[src/rtl/poly_synth_core.sv]
// poly_synth_core: VOICES square-wave oscillators, each shaped by its own ADSR
// envelope, summed and converted to a 1-bit stream by a first-order sigma-delta.
module poly_synth_core #(
   parameter int VOICES   = 4,
   parameter int CNT_W    = 12,
   parameter int ENV_W    = 8,
   parameter int PRESCALE = 256
) (
   input  logic              clk,
   input  logic              rst,
   input  logic              cfg_we,
   input  logic [2:0]        cfg_voice,
   input  logic [2:0]        cfg_reg,
   input  logic [CNT_W-1:0]  cfg_wdata,
   input  logic [VOICES-1:0] gate,
   input  logic              mute,
   output logic              data,
   output logic [VOICES-1:0] active
);
   localparam int SUM_W = ENV_W + $clog2(VOICES);
   localparam int DIV_W = $clog2(PRESCALE);
   localparam logic [ENV_W-1:0] ENV_MAX = '1;

   typedef enum logic [2:0] {IDLE, ATTACK, DECAY, SUSTAIN, RELEASE} adsr_state_e;

   // Per-voice configuration
   logic [CNT_W-1:0] osc_count_q [VOICES];
   logic [CNT_W-1:0] osc_count_d [VOICES];
   logic [ENV_W-1:0] atk_inc_q   [VOICES];
   logic [ENV_W-1:0] atk_inc_d   [VOICES];
   logic [ENV_W-1:0] dec_dec_q   [VOICES];
   logic [ENV_W-1:0] dec_dec_d   [VOICES];
   logic [ENV_W-1:0] sus_lvl_q   [VOICES];
   logic [ENV_W-1:0] sus_lvl_d   [VOICES];
   logic [ENV_W-1:0] rel_dec_q   [VOICES];
   logic [ENV_W-1:0] rel_dec_d   [VOICES];
   logic [VOICES-1:0] osc_wr;

   // Per-voice oscillator and envelope state
   logic [CNT_W-1:0]  cnt_q [VOICES];
   logic [CNT_W-1:0]  cnt_d [VOICES];
   logic [VOICES-1:0] phase_q, phase_d;
   logic [ENV_W-1:0]  env_q [VOICES];
   logic [ENV_W-1:0]  env_d [VOICES];
   adsr_state_e       state_q [VOICES];
   adsr_state_e       state_d [VOICES];
   logic [VOICES-1:0] gate_prev_q, gate_prev_d;
   logic [VOICES-1:0] active_q, active_d;
   logic [ENV_W:0]    atk_sum  [VOICES];
   logic [ENV_W:0]    dec_diff [VOICES];
   logic [VOICES-1:0] rise;

   // Shared tick divider and modulator
   logic [DIV_W-1:0] div_q, div_d;
   logic             tick;
   logic [SUM_W-1:0] sum;
   logic [SUM_W:0]   acc_sum;
   logic [SUM_W-1:0] acc_q, acc_d;
   logic             data_q, data_d;

   assign tick   = (div_q == DIV_W'(PRESCALE - 1));
   assign div_d  = tick ? '0 : div_q + DIV_W'(1);
   assign data   = data_q;
   assign active = active_q;

   // Out-of-range voice or register indices match no case below and are dropped.
   always_comb begin
      for (int v = 0; v < VOICES; v++) begin
         osc_count_d[v] = osc_count_q[v];
         atk_inc_d[v]   = atk_inc_q[v];
         dec_dec_d[v]   = dec_dec_q[v];
         sus_lvl_d[v]   = sus_lvl_q[v];
         rel_dec_d[v]   = rel_dec_q[v];
         osc_wr[v]      = 1'b0;
         if (cfg_we && cfg_voice == 3'(v)) begin
            case (cfg_reg)
               3'd0: begin
                  osc_count_d[v] = cfg_wdata;
                  osc_wr[v]      = 1'b1;
               end
               3'd1: atk_inc_d[v] = cfg_wdata[ENV_W-1:0];
               3'd2: dec_dec_d[v] = cfg_wdata[ENV_W-1:0];
               3'd3: sus_lvl_d[v] = cfg_wdata[ENV_W-1:0];
               3'd4: rel_dec_d[v] = cfg_wdata[ENV_W-1:0];
               default: ;
            endcase
         end
      end
   end

   always_comb begin
      for (int v = 0; v < VOICES; v++) begin
         cnt_d[v]   = cnt_q[v] + CNT_W'(1);
         phase_d[v] = phase_q[v];
         if (osc_wr[v] || osc_count_q[v] == '0) begin
            cnt_d[v]   = '0;
            phase_d[v] = 1'b0;
         end else if (cnt_q[v] == osc_count_q[v]) begin
            cnt_d[v]   = '0;
            phase_d[v] = ~phase_q[v];
         end
      end
   end

   // Gate-driven transitions hold env for that tick; the new state's rule applies from the next.
   always_comb begin
      for (int v = 0; v < VOICES; v++) begin
         atk_sum[v]     = {1'b0, env_q[v]} + {1'b0, atk_inc_q[v]};
         dec_diff[v]    = {1'b0, env_q[v]} - {1'b0, dec_dec_q[v]};
         rise[v]        = gate[v] & ~gate_prev_q[v];
         state_d[v]     = state_q[v];
         env_d[v]       = env_q[v];
         gate_prev_d[v] = gate_prev_q[v];
         if (tick) begin
            gate_prev_d[v] = gate[v];
            case (state_q[v])
               IDLE: begin
                  env_d[v] = '0;
                  if (rise[v]) state_d[v] = ATTACK;
               end
               ATTACK: begin
                  if (!gate[v]) begin
                     state_d[v] = RELEASE;
                  end else if (atk_inc_q[v] == '0 || atk_sum[v] >= {1'b0, ENV_MAX}) begin
                     if (ENV_MAX <= sus_lvl_q[v]) begin
                        state_d[v] = SUSTAIN;
                        env_d[v]   = sus_lvl_q[v];
                     end else begin
                        state_d[v] = DECAY;
                        env_d[v]   = ENV_MAX;
                     end
                  end else begin
                     env_d[v] = atk_sum[v][ENV_W-1:0];
                  end
               end
               DECAY: begin
                  if (!gate[v]) begin
                     state_d[v] = RELEASE;
                  end else if (dec_dec_q[v] == '0 || dec_diff[v][ENV_W] ||
                               dec_diff[v][ENV_W-1:0] <= sus_lvl_q[v]) begin
                     state_d[v] = SUSTAIN;
                     env_d[v]   = sus_lvl_q[v];
                  end else begin
                     env_d[v] = dec_diff[v][ENV_W-1:0];
                  end
               end
               SUSTAIN: begin
                  if (!gate[v]) state_d[v] = RELEASE;
                  else          env_d[v]   = sus_lvl_q[v];
               end
               RELEASE: begin
                  if (rise[v]) begin
                     state_d[v] = ATTACK;
                  end else if (rel_dec_q[v] == '0 || env_q[v] <= rel_dec_q[v]) begin
                     state_d[v] = IDLE;
                     env_d[v]   = '0;
                  end else begin
                     env_d[v] = env_q[v] - rel_dec_q[v];
                  end
               end
               default: begin
                  state_d[v] = IDLE;
                  env_d[v]   = '0;
               end
            endcase
         end
         active_d[v] = (state_d[v] != IDLE);
      end
   end

   always_comb begin
      sum = '0;
      for (int v = 0; v < VOICES; v++) begin
         if (phase_q[v]) sum = sum + SUM_W'(env_q[v]);
      end
      acc_sum = {1'b0, acc_q} + {1'b0, sum};
      acc_d   = acc_sum[SUM_W-1:0];
      data_d  = acc_sum[SUM_W];
      if (mute) begin
         acc_d  = '0;
         data_d = 1'b0;
      end
   end

   always_ff @(posedge clk) begin
      if (rst) begin
         // NOTE: the config arrays are a handful of flops, not RAM, so they reset with everything else.
         for (int v = 0; v < VOICES; v++) begin
            osc_count_q[v] <= '0;
            atk_inc_q[v]   <= '0;
            dec_dec_q[v]   <= '0;
            sus_lvl_q[v]   <= '0;
            rel_dec_q[v]   <= '0;
            cnt_q[v]       <= '0;
            env_q[v]       <= '0;
            state_q[v]     <= IDLE;
         end
         phase_q     <= '0;
         gate_prev_q <= '0;
         active_q    <= '0;
         div_q       <= '0;
         acc_q       <= '0;
         data_q      <= 1'b0;
      end else begin
         for (int v = 0; v < VOICES; v++) begin
            osc_count_q[v] <= osc_count_d[v];
            atk_inc_q[v]   <= atk_inc_d[v];
            dec_dec_q[v]   <= dec_dec_d[v];
            sus_lvl_q[v]   <= sus_lvl_d[v];
            rel_dec_q[v]   <= rel_dec_d[v];
            cnt_q[v]       <= cnt_d[v];
            env_q[v]       <= env_d[v];
            state_q[v]     <= state_d[v];
         end
         phase_q     <= phase_d;
         gate_prev_q <= gate_prev_d;
         active_q    <= active_d;
         div_q       <= div_d;
         acc_q       <= acc_d;
         data_q      <= data_d;
      end
   end
endmodule

[config.mk]
export PLATFORM = sky130hd
export DESIGN_NAME = poly_synth_core
export DESIGN_NICKNAME = d
export VERILOG_FILES = /design/src/rtl/poly_synth_core.sv
export SDC_FILE = /design/constraint.sdc
export NUM_CORES = 1
export LEC_CHECK = 0
export BUFFER_PORTS_ARGS = -buffer_cell sky130_fd_sc_hd__buf_2
export CAP_MARGIN = 20
export CORE_ASPECT_RATIO = 0.7
export CORE_MARGIN = 2
export CORE_UTILIZATION = 65
export DETAILED_ROUTE_END_ITERATION = 8
export PLACE_DENSITY = 0.79
export SYNTH_ARGS = -nofsm -noshare
export SYNTH_HDL_FRONTEND = slang
export SYNTH_SLANG_ARGS = --single-unit
[constraint.sdc]
create_clock -name clk -period 15.9 [get_ports clk]
set_input_delay 3.18 -clock clk [delete_from_list [all_inputs] [get_ports clk]]
set_output_delay 3.18 -clock clk [all_outputs]
set_load 0.005 [all_outputs]
### Yosys cells after proc, flatten, opt, wreduce, memory -nomap -nowiden

Memory sizes are Yosys's and may differ from the RTL's.
Cells that the tools add are included.

* memories: 8
* output and inout bits: 5
* RAM bits: 268
* flip-flop bits (word level): 31
* input port bits: 26
* logic and storage cells: 358

Memories
* cnt_q: words 4, bits a word 12, read ports 4, clocked after Yosys merged registers in 0, wr ports 4, RTL line 40 `logic [CNT_W-1:0] cnt_q [VOICES];`
* osc_count_q: words 4, bits a word 12, read ports 4, clocked after Yosys merged registers in 0, wr ports 4, RTL line 27 `logic [CNT_W-1:0] osc_count_q [VOICES];`
* atk_inc_q: words 4, bits a word 8, read ports 4, clocked after Yosys merged registers in 0, wr ports 4, RTL line 29 `logic [ENV_W-1:0] atk_inc_q [VOICES];`
* dec_dec_q: words 4, bits a word 8, read ports 4, clocked after Yosys merged registers in 0, wr ports 4, RTL line 31 `logic [ENV_W-1:0] dec_dec_q [VOICES];`
* env_q: words 4, bits a word 8, read ports 4, clocked after Yosys merged registers in 0, wr ports 4, RTL line 43 `logic [ENV_W-1:0] env_q [VOICES];`
* rel_dec_q: words 4, bits a word 8, read ports 4, clocked after Yosys merged registers in 0, wr ports 4, RTL line 35 `logic [ENV_W-1:0] rel_dec_q [VOICES];`
* +2 memories

* mux-type cells: 176
* reduce and logical (&&, ||, !) cells: 56
* $lt $le $gt $ge: 16
* equality and inequality tests: 28
* bitwise operators: 44
* add/subtract/negate cells: 21

Operator list (number)
* two-way mux 8 bit: 89
* two-way mux 12 bit: 24
* one-hot mux 8 bit (4 select lines): 4
* two-way mux 3 bit: 40
* logical NOT 8 bit: 12
* less-or-equal comparator 8 bit: 8
* one-hot mux 3 bit (5 select lines): 4
* adder 12 x 1 -> 12 bit (second input constant): 4
* == test 12 bit: 4
* logical NOT 12 bit: 4
* adder 8 x 8 -> 9 bit: 4
* == test 3 x 2 -> 1 bit (second input constant): 12
* >= comparator 9 x 8 -> 1 bit (second input constant): 4
* subtractor 8 x 8 -> 9 bit: 4
* less-or-equal comparator 8 bit (first input constant): 4
* OR 1 bit: 32
* subtractor 8 bit: 4
* adder 10 x 8 -> 10 bit: 3
* two-way mux 10 bit: 3
* logical OR 1 bit: 20
* == test 3 x 1 -> 1 bit (second input constant): 6
* logical NOT 3 bit: 6
* == test 3 bit (second input constant): 5
* two-way mux 1 bit: 12
* 8 further kinds: 29

### Logic depth before layout (Yosys ltp)

Gate-level depths: netlist of the first run.
An unclocked memory read counts as a cell.

* depth after elaboration: 9
* depth in mapped cells: 29

### Least setup slack after synthesis of the first run

No wires, ideal clock.

* path type: register to register
* start: reg phase_q[0]
* end: reg acc_q[9]
* period minus slack after synthesis: 5490 ps
* buffers on the path: 1
* cell stages (with the launch flop): 29
* data arrival time: 5366 ps
* path slack: 10410 ps
* data required time: 15776 ps
* cells stage by stage: dfxtp_1 > clkbuf_1 > and2_1 > ha_1 > fa_1 > and2_1 > maj3_1 > a21oi_1 > xnor2_1 > mux2i_1 > ha_1 > o21a_1 > o31a_1 > a21oi_1 > mux2_2 > ha_1 > o21a_1 > o31a_1 > o21a_1 > o21ai_0 > o21ai_0 > nand2_1 > o21a_1 > ha_1 > a2111oi_0 > or3_1 > o21ai_0 > xnor2_1 > nor2_1

* longest elaborated chain between the ends: 8

Ends and longest elaborated chain
* start: declaration: RTL line 42 `logic [VOICES-1:0] phase_q, phase_d;`
* start signal: assignment: RTL line 215 `phase_q <= phase_d;`
* two-way mux 8 bit (*): RTL line 174 `if (phase_q[v]) sum = sum + SUM_W'(env_q[v]);`
* adder 10 x 8 -> 10 bit: RTL line 174
* two-way mux 10 bit (*): RTL line 174
* adder 10 x 8 -> 10 bit: RTL line 174
* two-way mux 10 bit (*): RTL line 174
* adder 10 x 8 -> 10 bit: RTL line 174
* two-way mux 10 bit (*): RTL line 174
* adder 10 x 10 -> 11 bit (*): RTL line 176 `acc_sum = {1'b0, acc_q} + {1'b0, sum};`
* end signal: assignment: RTL line 202 `acc_q <= '0;`
* end signal: assignment: RTL line 219 `acc_q <= acc_d;`
* end: declaration: RTL line 58 `logic [SUM_W-1:0] acc_q, acc_d;`

Every way passes the cells marked *; elsewhere a longest branch is shown, timed or not.
A chain may end at the register's enable or synchronous reset.

### Worst setup path in the final report of the first run

Ends and elaborated chain as after synthesis.

==> results of run 1 <==
## cell usage after synthesis, types with 8 or more instances
| cell | n | area (um2) |
|---|---|---|
| a22oi_1 | 11 | 82.6 |
| nor4_1 | 41 | 257 |
| a32oi_1 | 18 | 158 |
| ha_1 | 165 | 2060 |
| a211oi_1 | 24 | 180 |
| fa_1 | 16 | 320 |
| xor2_1 | 67 | 587 |
| a21oi_1 | 135 | 676 |
| clkbuf_1 | 74 | 278 |
| xnor2_1 | 112 | 981 |
| o31a_1 | 8 | 70.1 |
| nand2_1 | 205 | 769 |
| o21bai_1 | 13 | 97.6 |
| inv_1 | 144 | 541 |
| nor2_1 | 301 | 1130 |
| o21ai_0 | 71 | 355 |
| or3_1 | 10 | 62.6 |
| a222oi_1 | 9 | 90.1 |
| o21a_1 | 28 | 210 |
| buf_2 | 9 | 45.0 |
| nor2b_1 | 25 | 156 |
| a31oi_1 | 22 | 138 |
| o2111ai_1 | 9 | 78.8 |
| mux2_2 | 10 | 113 |
| o211ai_1 | 13 | 97.6 |
| or2_2 | 13 | 81.3 |
| a221oi_1 | 9 | 78.8 |
| and2_1 | 16 | 100 |
| dfxtp_1 | 299 | 5990 |
| nand3_1 | 122 | 611 |
| a21o_1 | 22 | 165 |
| nor3_1 | 37 | 185 |
| and3_1 | 29 | 181 |
| nand2b_1 | 28 | 175 |
| nand4_1 | 38 | 238 |
| mux2i_1 | 127 | 1270 |
| o21ai_1 | 10 | 50.1 |
## per-layer routing
layer  track usage  wire length (um)
met1         0.535             26200
met2         0.520             23100
met3        0.0608              6550
met4         0.103              1720
met5             0                 0
## metrics by stage
stage	total power [W]	util	cell area [um2]	hold WS, ns
floorplan	0.000821	-	20000	0.430
global placement	0.000847	0.678	20400	0.448
detailed placement	0.000849	0.678	20400	0.462
CTS	0.00160	0.712	21500	0.475
global route	0.00164	0.712	21500	0.505
finish	0.00160	0.712	21500	0.472
## report_power, final
group | internal, W | switching [W] | total, W
Sequential | 0.000752 | 0.00000390 | 0.000756
Combinational | 0.0000225 | 0.0000564 | 0.0000789
Clock | 0.000450 | 0.000314 | 0.000764
## how the worst max path moves through the flow
stage                            start             endpoint  slack (ns)  depth (start not counted)
2_1_floorplan  phase_q[0]$_SDFFE_PP0P_  acc_q[9]$_SDFF_PP0_       10.41                         28
3_3_place_gp   phase_q[0]$_SDFFE_PP0P_  acc_q[9]$_SDFF_PP0_       10.08                         27
3_5_place_dp   phase_q[0]$_SDFFE_PP0P_  acc_q[9]$_SDFF_PP0_        9.87                         27
4_1_cts        phase_q[0]$_SDFFE_PP0P_  acc_q[9]$_SDFF_PP0_        9.81                         27
5_1_grt        phase_q[0]$_SDFFE_PP0P_  acc_q[9]$_SDFF_PP0_        9.45                         27
6_report       phase_q[0]$_SDFFE_PP0P_  acc_q[9]$_SDFF_PP0_        9.73                         27
## placed cells by master, fill, tap and decap left out, types with 24 or more instances in the layout
cell type,n
xnor2_1,112
nor4_1,41
nor2_1,301
a21oi_1,135
nand2b_1,28
nand4_1,38
ha_1,165
dfxtp_1,299
nor2b_1,25
o21ai_0,71
buf_2,29
mux2i_1,127
and3_1,29
a211oi_1,24
inv_1,144
nand3_1,122
nor3_1,35
nand2_1,205
o21a_1,28
clkbuf_16,31
xor2_1,67
## cells by family (layout without fill, tap and decap cells)
group	after synthesis	in the layout
mux	138	138
flops	299	299
buf+inv	236	241
fa+ha+maj	183	183
compound gates	486	486
xor+xnor	179	179
simple gates	907	907
## area by class of cell
type,count,area [um2],area share
Inverter,145,544,0.0253
Sequential cell,299,5990,0.278
Clock inverter,17,228,0.0106
Multi-Input combinational cell,1893,13100,0.611
Clock buffer,36,825,0.0384
Tap cell,412,515,0.0240
Timing Repair Buffer,43,254,0.0118
## sequential cells by signal, indices dropped and copies added, names as in the netlist
name / cells
phase_q: 4
state_q: 12
data: 1
div_q: 8
active: 4
dec_dec_q: 32
cnt_q: 48
acc_q: 10
rel_dec_q: 32
osc_count_q: 48
gate_prev_q: 4
env_q: 32
atk_inc_q: 32
sus_lvl_q: 32
==> reports/qor.yml, run 1 <==
timing:
  fmaxAchievable_ghz: 0.162
  tns_ns: 0
  worstMarginPinSlew_ns: 1.13
  period_share: 0.388
  slew_viol_final: 0
  setup_viol: 0
  period_needed_ns: 6.17
  postLayoutSetupSlackWorst_ns: 9.73
  rsz0062_at_grt: "false"
  fin_skew_ns: 0.0142
  finalHoldViolations: 0
  slew_headroom: 0.242
cts:
  post-cts-setup-buffers: 0
  cts_hold_buffers: 0
  cts_buffers: 30
  htreeDepth: 1
  cts_resized: 0
  cts_tree: "built"
  cts_root_buffer: "clkbuf_16"
  clk_path_buf_depth: 3
  clk_latency_ns: 0.58
  cts_num_sinks: 299
  clk_pin_slew_ns: 0.06
logic_synthesis:
  synth_flop_cell: "dfxtp_1"
  synth_edf_count: 0
  syn_area_mm2: 0.0200
  ys_types: 96
  synthSimpleGateAreaFrac: 0.216
  netlist_instances: 2428
  yosys_warnings: 0
  async_reset_ff_frac: 0
  avgSynthCellArea_um2: 8.24
  synthAdderAreaFrac: 0.120
  synth_nets: 2635
  postSynthRegisterBits: 299
  muxShareOfSynthArea: 0.0697
  seq_area_frac_synth: 0.299
  synth_top_family_by_area: "simple AND/OR/NAND/NOR gates"
  synth_xor_xnor_area_share: 0.0783
  synth-compound-area-share: 0.171
layout:
  antenna_cells: 0
  drive_gt1_frac: 0.0678
  syn_to_final_growth_pct: 7.39
  final_nets: 2619
  final_cells: 2845
  fillers: 2316
die:
  die-area_mm2: 0.0322
  die_h_um: 151
  num_rows: 53
  initial_core_util: 0.663
  core_mm2: 0.0302
  die_w_um: 214
  ios: 31
routing:
  drt-total-wl_mm: 57.6
  dr_total_vias: 18332
  drt_iter0_markers: 2343
  drt_first_pass_iters: 6
  drc: 0
  ant_nets: 0
  vias_per_cell: 6.44
  post_drt_wl_per_cell_um: 20.2
placement:
  place_ws_ns: 9.87
  portBuffers: 30
  hpwl_mm: 41.4
  dp_cells: 2792
  gp_congestion: 0.977
setup_path:
  slowest_stage: "fa_1"
  cp_num_buf_inv: 0
  critical_path_arrival_ns: 6.64
  worstSetupEndpointType: "flop"
  crit_fanout: 17
  critical-path-max-stage-delay_ns: 0.47
  reg2reg_depth: 27
  startpoint_type: "flop"
  r2r_setup_slack_ns: 9.73
  crit_family: "adder cells"
  cp.required_ns: 16.37
  r2r-start: "phase_q[0]$_SDFFE_PP0P_"
  worstSetupPathType: "flop to flop"
  r2r_end: "acc_q[9]$_SDFF_PP0_"
min_path:
  holdPathEnd: "div_q[0]$_SDFF_PP0_"
  min_from: "div_q[0]$_SDFF_PP0_"
  hold_class: "flop to flop"
  min_path_cells: 1
grt:
  grt_pass1_wl_mm: 90.8
  grt_use_total: 0.356
  gr-total-overflow: 0
  grt_max_degree: 88
  antenna_found_initial: 0
  grt_pass1_vias: 16917
pwr:
  powerDensity_mw_per_mm2: 74.4
  peakVddDrop_v: 0.0000739
  leakagePower_nw: 8.58
status:
  status: "complete, no violations"
job:
  maxCapViolCount: 0
Power figures use the tool's default switching activity.
==> inputs of run 2 (changes only) <==
--- a/config.mk
+++ b/config.mk
@@ -9,9 +9,9 @@
 export CAP_MARGIN = 20
 export CORE_ASPECT_RATIO = 0.7
 export CORE_MARGIN = 2
-export CORE_UTILIZATION = 65
+export CORE_UTILIZATION = 64
 export DETAILED_ROUTE_END_ITERATION = 8
-export PLACE_DENSITY = 0.79
+export PLACE_DENSITY = 0.78
 export SYNTH_ARGS = -nofsm -noshare
 export SYNTH_HDL_FRONTEND = slang
 export SYNTH_SLANG_ARGS = --single-unit
==> constraint.sdc (replaced) <==
create_clock -name clk -period 6.45 [get_ports clk]
set_input_delay 1.29 -clock clk [delete_from_list [all_inputs] [get_ports clk]]
set_output_delay 1.29 -clock clk [all_outputs]
set_load 0.005 [all_outputs]
==> run 2 against run 1 <==
- critical endpoint unchanged
- global-route usage down 0.54 points
- sequential power up 150%
- largest power group unchanged
- fmax up 6.5%
- critical path depth unchanged
==> reports/qor.yml, run 2 (synthesis results as in run 1) <==
setup_path:
  startpoint_type: "flop"  # unchanged
  worstSetupPathType: "flop to flop"  # unchanged
  cp.required_ns: 6.91  # was 16.37 ns
  critical_path.startpoint: "env_q[0][0]$_SDFFE_PP0P_"  # was phase_q[0]$_SDFFE_PP0P_
  crit_fanout: 5  # was 17
  critical_path_arrival_ns: 6.26  # was 6.64 ns
  worstSetupEndpointType: "flop"  # unchanged
  r2r-start: "env_q[0][0]$_SDFFE_PP0P_"  # was phase_q[0]$_SDFFE_PP0P_
timing:
  finalHoldViolations: 0  # unchanged
  hold_slack_ns: 0.471  # was 0.472 ns
  fmaxAchievable_ghz: 0.172  # was 0.162 GHz
  rsz0062_at_grt: "false"  # unchanged
  period_share: 0.899  # was 0.388
  tns_ns: 0  # unchanged
  period_needed_ns: 5.80  # was 6.17 ns
  slew_headroom: 0.323  # was 0.242
  slew_viol_final: 0  # unchanged
  postLayoutSetupSlackWorst_ns: 0.650  # was 9.73 ns
  fin_skew_ns: 0.0209  # was 0.0142 ns
  worstMarginPinSlew_ns: 1.02  # was 1.13 ns
  setup_viol: 0  # unchanged
cts:
  clk_latency_ns: 0.59  # was 0.58 ns
  cts_tree: "built"  # unchanged
  clk_pin_slew_ns: 0.07  # was 0.06 ns
  cts_num_sinks: 299  # unchanged
  post-cts-setup-buffers: 0  # unchanged
  htreeDepth: 1  # unchanged
  clk_path_buf_depth: 3  # unchanged
  cts_resized: 0  # unchanged
  cts_buffers: 30  # unchanged
  cts_root_buffer: "clkbuf_16"  # unchanged
  cts_hold_buffers: 0  # unchanged
status:
  status: "complete, no violations"  # unchanged
pwr:
  peakVddDrop_v: 0.000185  # was 0.0000739 V
  fin_total_pwr_w: 0.00398  # was 0.00160 W
  leakagePower_nw: 8.61  # was 8.58 nW
  powerDensity_mw_per_mm2: 185  # was 74.4 mW/mm2
layout:
  layout_commonest_cell: "nor2_1"  # unchanged
  final_cell_mix: "nor2_1 (301), dfxtp_1 (299), nand2_1 (205), ha_1 (165), inv_1 (144)"  # unchanged
  syn_to_final_growth_pct: 7.73  # was 7.39%
  antenna_cells: 0  # unchanged
  reg_top3: "cnt_q: 48 flops, osc_count_q: 48 flops"  # unchanged
  fin_util: 0.697  # was 0.712
  drive_gt1_frac: 0.0697  # was 0.0678
  fillers: 2517  # was 2316
  final_nets: 2624  # was 2619
job:
  maxCapViolCount: 0  # unchanged
die:
  num_rows: 54  # was 53
  die_w_um: 215  # was 214 um
  ios: 31  # unchanged
  core_mm2: 0.0309  # was 0.0302 mm2
  initial_core_util: 0.647  # was 0.663
  die-area_mm2: 0.0327  # was 0.0322 mm2
  die_h_um: 152  # was 151 um
min_path:
  hold_class: "flop to flop"  # unchanged
  min_from: "div_q[0]$_SDFF_PP0_"  # unchanged
grt:
  grt_max_degree: 96  # was 88
  grt_use_total: 0.350  # was 0.356
  gr-total-overflow: 0  # unchanged
  grt_pass1_vias: 16990  # was 16917
  antenna_found_initial: 0  # unchanged
  grt_pass1_wl_mm: 93.2  # was 90.8 mm
routing:
  dr_total_vias: 18126  # was 18332
  drc: 0  # unchanged
  post_drt_wl_per_cell_um: 20.3  # was 20.2 um
  drt_first_pass_iters: 6  # unchanged
  drt_iter0_markers: 1838  # was 2343
  drt-total-wl_mm: 58.0  # was 57.6 mm
  ant_nets: 0  # unchanged
  vias_per_cell: 6.34  # was 6.44
placement:
  gp_congestion: 0.985  # was 0.977
  hpwl_mm: 41.4  # about the same
  place_ws_ns: 0.759  # was 9.87 ns
  portBuffers: 30  # unchanged
-- run 2: per-layer routing --
metal	up-vias	routed length [um]	track usage	share of wire
met5	-	0	0	0
met4	0	2140	0.119	0.037
met3	141	5720	0.0675	0.099
met2	812	23200	0.495	0.40
met1	8524	26900	0.530	0.46
li1	8649	-	-	-
-- run 2: area by class of cell --
| type | count | area (um2) | share of cell area |
|---|---|---|---|
| tap | 420 | 526 | 0.0244 |
| multi-input combinational | 1893 | 13100 | 0.609 |
| clock inverter | 17 | 244 | 0.0113 |
| inverter | 145 | 544 | 0.0252 |
| clock buffer | 38 | 832 | 0.0386 |
| timing repair buffer | 48 | 289 | 0.0134 |
| sequential | 299 | 5990 | 0.278 |
-- run 2: path summary, 6_finish.rpt --
path | cells past startpoint | end | slack, ns
min | 1 | div_q[0]$_SDFF_PP0_ | 0.47
max reg2reg | 27 | acc_q[9]$_SDFF_PP0_ | 0.65
min reg2reg | 1 | div_q[0]$_SDFF_PP0_ | 0.47
max | 27 | acc_q[9]$_SDFF_PP0_ | 0.65
-- run 2: power by group --
part	internal [W]	switching, W	total (W)
Combinational	0.0000567	0.000143	0.000200
Sequential	0.00185	0.00000921	0.00186
Clock	0.00112	0.000801	0.00192
Total	0.00303	0.000954	0.00398
-- run 2: through the flow --
step                area [um2]  instances
floorplan                20000       2428
global placement         20500       2804
detailed placement       20500       2804
CTS                      21600       2859
global route             21600       2860
finish                   21600       2860
-- run 2: worst max-delay path, cell delays in order, from the launching register on --
cell and delay, ns:
dfxtp_1 0.35, and2_1 0.17, ha_1 0.23, fa_1 0.45, and2_1 0.18, maj3_1 0.38, a21oi_1 0.19, xnor2_1 0.14
mux2i_1 0.13, ha_1 0.38, o21a_1 0.13, o31a_1 0.17, a21oi_1 0.05, mux2_2 0.28, ha_1 0.33, o21a_1 0.12
o31a_1 0.12, o21a_1 0.19, o21ai_0 0.19, o21ai_0 0.12, nand2_1 0.08, o21a_1 0.14, ha_1 0.20, a2111oi_0 0.08
or3_1 0.44, o21ai_0 0.24, xnor2_1 0.15, nor2_1 0.05
